<file path="config.mk">
export PLATFORM = sky130hd
export DESIGN_NAME = mult_datapath
export DESIGN_NICKNAME = d
export VERILOG_FILES = /design/src/rtl/mult_pkg.sv /design/src/rtl/adder9.sv /design/src/rtl/mult_datapath.sv
export SDC_FILE = /design/constraint.sdc
export NUM_CORES = 1
export LEC_CHECK = 0
export ABC_AREA = 1
export CORE_UTILIZATION = 30
export DETAILED_ROUTE_END_ITERATION = 10
export MAX_ROUTING_LAYER = met4
export PLACE_DENSITY = 0.66
export SYNTH_ARGS = -nofsm -noshare
export SYNTH_HDL_FRONTEND = slang
export SYNTH_HIERARCHICAL = 1
export SYNTH_SLANG_ARGS = --single-unit
</file>
<file path="constraint.sdc">
create_clock -name Clk -period 6 [get_ports Clk]
set_clock_uncertainty 0.05 [all_clocks]
set_input_delay 1.2 -clock Clk [delete_from_list [all_inputs] [get_ports Clk]]
set_output_delay 1.2 -clock Clk [all_outputs]
set_load 0.005 [all_outputs]
</file>
<file path="src/rtl/mult_pkg.sv">
// Shared definitions for the shift-add multiplier datapath and its controller.
package mult_pkg;

    localparam int WIDTH = 8;

    // One operation per cycle; the encoding order mirrors strobe priority.
    typedef enum logic [2:0] {
        OP_NONE   = 3'd0,
        OP_SHIFT  = 3'd1,
        OP_ADD    = 3'd2,
        OP_SUB    = 3'd3,
        OP_CLR_LD = 3'd4
    } op_e;

    // Resolve simultaneous strobes: Clr_Ld > Sub > Add > Shift.
    // Reset sits above all of these and is handled in the register block.
    function automatic op_e op_decode(input logic clr_ld, input logic sub,
                                      input logic add, input logic shift);
        op_e op;
        op = OP_NONE;
        if (clr_ld)     op = OP_CLR_LD;
        else if (sub)   op = OP_SUB;
        else if (add)   op = OP_ADD;
        else if (shift) op = OP_SHIFT;
        return op;
    endfunction

endpackage

</file>
<file path="src/rtl/adder9.sv">
// Add/subtract unit: s = a + b, or a + ~b + 1 when sub is set. Carry out is dropped.
module adder9 #(
    parameter int N = 9
) (
    input  logic [N-1:0] a,
    input  logic [N-1:0] b,
    input  logic         sub,
    output logic [N-1:0] s
);

    logic [N-1:0] b_eff;

    // Invert b and inject carry-in of one for subtraction.
    always_comb begin
        b_eff = sub ? ~b : b;
        s     = a + b_eff + {{(N-1){1'b0}}, sub};
    end

endmodule

</file>
<file path="src/rtl/mult_datapath.sv">
// Datapath of a signed shift-add multiplier: registers X, A, B and one add/sub unit.
// Sequencing lives in the external controller; this block only executes strobes.
module mult_datapath
    import mult_pkg::*;
#(
    parameter int WIDTH = mult_pkg::WIDTH
) (
    input  logic             Clk,
    input  logic             Reset,
    input  logic             Clr_Ld,
    input  logic             Shift,
    input  logic             Add,
    input  logic             Sub,
    input  logic [WIDTH-1:0] S,
    output logic             X,
    output logic [WIDTH-1:0] Aval,
    output logic [WIDTH-1:0] Bval,
    output logic [WIDTH-1:0] Bin
);

    logic             x_q, x_d;
    logic [WIDTH-1:0] a_q, a_d;
    logic [WIDTH-1:0] b_q, b_d;
    logic [WIDTH:0]   sum;
    op_e              op;

    assign op = op_decode(Clr_Ld, Sub, Add, Shift);

    // Sign-extend both operands so the WIDTH+1 result is always exact; X takes its top bit.
    adder9 #(.N(WIDTH + 1)) u_adder (
        .a   ({a_q[WIDTH-1], a_q}),
        .b   ({S[WIDTH-1], S}),
        .sub (op == OP_SUB),
        .s   (sum)
    );

    // Next-state selection for the single operation chosen this cycle.
    always_comb begin
        x_d = x_q;
        a_d = a_q;
        b_d = b_q;
        case (op)
            OP_CLR_LD: begin
                x_d = 1'b0;
                a_d = '0;
                b_d = S;
            end
            OP_SUB, OP_ADD: begin
                x_d = sum[WIDTH];
                a_d = sum[WIDTH-1:0];
            end
            OP_SHIFT: begin
                a_d = {x_q, a_q[WIDTH-1:1]};
                b_d = {a_q[0], b_q[WIDTH-1:1]};
            end
            default: ;
        endcase
    end

    // State registers with synchronous reset overriding every strobe.
    always_ff @(posedge Clk) begin
        if (Reset) begin
            x_q <= 1'b0;
            a_q <= '0;
            b_q <= '0;
        end else begin
            x_q <= x_d;
            a_q <= a_d;
            b_q <= b_d;
        end
    end

    assign X    = x_q;
    assign Aval = a_q;
    assign Bval = b_q;
    assign Bin  = b_q;

endmodule

</file>
==> results.rst <==
.. list-table::
   :header-rows: 1

   * - Metric
     - Value
   * - Status
     - complete, no violations
   * - Fraction of layout instances using a drive strength above 1
     - around 8.3%
   * - Commonest non-fill, non-tap cell in the layout
     - sky130_fd_sc_hd__nand2_1
   * - Fraction of power consumed by combinational cells
     - between 30% and 40%
   * - Internal cell power
     - roughly 0.00023 W
   * - Largest fanout of any net on the critical path
     - 12
   * - GRT Resource Usage Total
     - roughly 15%
   * - Latest clock arrival within the worst-skew pair
     - ~0.26 ns
   * - Post-CTS setup repair buffer count
     - 0
   * - Worst setup path class
     - in -> reg
   * - Row count
     - 25
   * - Antenna violations before repair
     - 0
   * - Starting utilization of the core area
     - between 30% and 40%
   * - PwrDens
     - about 180 mW/mm2
   * - Nets@finish
     - around 290
   * - Count of state elements after synthesis
     - 17
   * - Overall overflow remaining after global route
     - 0
   * - Synth Warn #
     - 6
   * - Layout area overhead
     - 26.7%
   * - Drt wl/cell
     - between 10 and 15 um
   * - TritonCTS clock tree
     - yes
   * - Cts-stage hold buffer count
     - 0
   * - Period utilisation layout
     - between 60 and 70%
   * - Clock period minus final worst setup slack
     - ~4.1 ns
   * - Antenna diodes
     - 0
   * - Switch share
     - a little over a third
   * - Maximum number of pins on one net before global-route repair
     - 18
   * - Switching power total
     - approximately 0.00012 W
   * - Part of the total power dissipated in the clock network
     - between 20% and 30%
   * - H-tree level count
     - 1
   * - Core region area
     - about 0.0048 mm2
   * - DRC viols
     - 0
   * - Routed WL
     - between 3000 and 4000 um
   * - Via-to-Cell Ratio
     - between 4 and 5
   * - Sum of negative setup slack
     - 0 ns
   * - Crit start category
     - input pin
   * - Largest voltage drop on the vdd net
     - around 0.000076 V
   * - Power share of the sequential group
     - between 30% and 40%
   * - Commonest non-fill, non-tap cells in the layout
     - sky130_fd_sc_hd__nand2_1, sky130_fd_sc_hd__clkdlybuf4s50_1, sky130_fd_sc_hd__inv_1
   * - Port Buffer Count
     - 38
   * - Gate Count Post-Synth
     - around 240
   * - Hold WC Path Type
     - reg -> reg
   * - Area of the mapped netlist
     - 0.00150 mm2
   * - Drt pass-1 iters
     - 4
   * - Die Wd
     - just over 70 um
   * - Max Transition Viols Final
     - 0
   * - GPL Wtd Cong
     - approximately 0.86
   * - Count of different cell masters after synthesis
     - 24
   * - Number of fill cells
     - around 520
   * - DIE AREA
     - about 0.0053 mm2
   * - Critical path capture point type
     - register
   * - Chip height
     - slightly above 70 um
   * - Max Cap Violations
     - 0
   * - CTS resizes
     - 0
   * - Post-synthesis net count
     - 258
   * - Layout Utilization
     - around two fifths
   * - Post-synthesis sequential area ratio
     - 22.7%
   * - Total clock buffers created by CTS
     - 3
   * - Maximum clock frequency
     - ~250 MHz
   * - Remaining antenna violation count
     - 0
   * - Area taken by multi-input logic gates
     - 912 um2
   * - Overall via count from detail_route
     - 1,445
   * - Count of endpoints failing setup in the final report
     - 0
   * - Sequential standard cell area
     - between 300 and 400 um2
   * - Critical Path RT
     - 6.08 ns
   * - Worst-case clock buffer depth
     - 2
   * - Violation count after the first detailed-route iteration
     - 39
   * - RSZ-0062 raised after global routing
     - no
   * - Transition time of the tightest slew-check pin
     - about 0.9 ns
   * - Post-synthesis area per instance
     - about 6.4 um2
   * - Static Leakage
     - between 0.8 and 0.9 nW
   * - DP HPWL
     - between 2000 and 3000 um
   * - Top-level port count
     - 39
   * - Clock transition at path regs
     - roughly 0.08 ns
   * - Final hold violations
     - 0
   * - First-pass GRT wire length
     - between 5000 and 6000 um
   * - Number of global-route vias before repair
     - around 1,300
   * - Master cell of the clock root buffer
     - sky130_fd_sc_hd__clkbuf_8
   * - Worst rel slew slack
     - about two fifths
   * - Arr. time, crit path
     - roughly 4.1 ns
   * - Number of clock sinks
     - 17
## logic make-up after synthesis
group,synth area share [%]
buf+inv,16.6
simple gates,39.9
flops,22.7
compound gates,5.58
xor+xnor,8.08
fa+ha+maj,7.17
## Yosys cell counts (all sizes together)
| cell | count | area share (%) |
|---|---|---|
| dfxtp | 17 | 23 |
| fa | 1 | 1.3 |
| inv | 37 | 9.3 |
| ha | 7 | 5.8 |
| xnor2 | 3 | 2.3 |
| clkbuf | 2 | 0.58 |
| buf | 12 | 6.7 |
| nand3 | 30 | 11 |
| nor2 | 35 | 11 |
| nand2 | 68 | 18 |
| o21bai | 1 | 0.50 |
| o21ai | 2 | 0.92 |
| a21oi | 11 | 4.2 |
| xor2 | 10 | 5.8 |
## per-layer routing
metal,wire length [um],part of all wire (%),GRT usage (%),up-vias
met4,19,0.54,2.61,0
li1,-,-,-,773
met1,1710,49,19.5,648
met3,97,2.8,1.80,2
met5,0,0,-,-
met2,1670,48,24.0,22
## final cells by class
class	instances	share of cell area (%)
repair buffers	38	20.0
well taps	67	4.41
flip-flops and latches	17	17.9
clock buffers	3	2.17
inverters	37	7.30
multi-input cells	168	48.0
clock inverters	1	0.263
## sequential cells by signal (all words and copies together), names as in the netlist
| name | cells |
|---|---|
| Aval | 8 |
| Bin | 8 |
| X | 1 |
## through the flow
step	area, um2	hold slack [ns]	std cells	setup WS, ns	power (W)
finish	1900	0.465	331	1.94	0.000350
global route	1900	0.489	331	1.63	0.000375
CTS	1900	0.463	331	1.90	0.000354
detailed placement	1860	0.449	327	1.63	0.000260
global placement	1860	0.439	327	1.75	0.000259
floorplan	1500	0.440	236	3.05	0.000218
## critical path, cell delays in order
cell and delay (ns):
sky130_fd_sc_hd__clkdlybuf4s50_1 0.71, sky130_fd_sc_hd__nor2_1 0.84, sky130_fd_sc_hd__xnor2_1 0.23, sky130_fd_sc_hd__fa_1 0.48
sky130_fd_sc_hd__o21ai_2 0.21, sky130_fd_sc_hd__nand2_1 0.09, sky130_fd_sc_hd__nand3_1 0.08, sky130_fd_sc_hd__nand2_1 0.05
sky130_fd_sc_hd__nand2_1 0.06, sky130_fd_sc_hd__nand2_1 0.05, sky130_fd_sc_hd__nor2_1 0.08, sky130_fd_sc_hd__nor2_1 0.04
## worst paths after layout
path	from	endpoint	slack [ns]	depth (start not counted)
setup / recovery	Clr_Ld	Aval[6]	1.94	12
hold / removal	X	X	0.47	2
setup reg to reg	Aval[0]	Aval[6]	4.08	12
hold reg to reg	X	X	0.47	2
## power groups by stage
stage | logic [W] | registers [W] | clock network, W
6_report | 0.000127 | 0.000130 | 0.0000934
2_1_floorplan | 0.0000858 | 0.000132 | 0
4_1_cts | 0.000128 | 0.000130 | 0.0000954
5_1_grt | 0.000144 | 0.000132 | 0.0000994
3_5_place_dp | 0.000127 | 0.000133 | 0
3_3_place_gp | 0.000126 | 0.000133 | 0
Power figures use the tool's default switching activity.
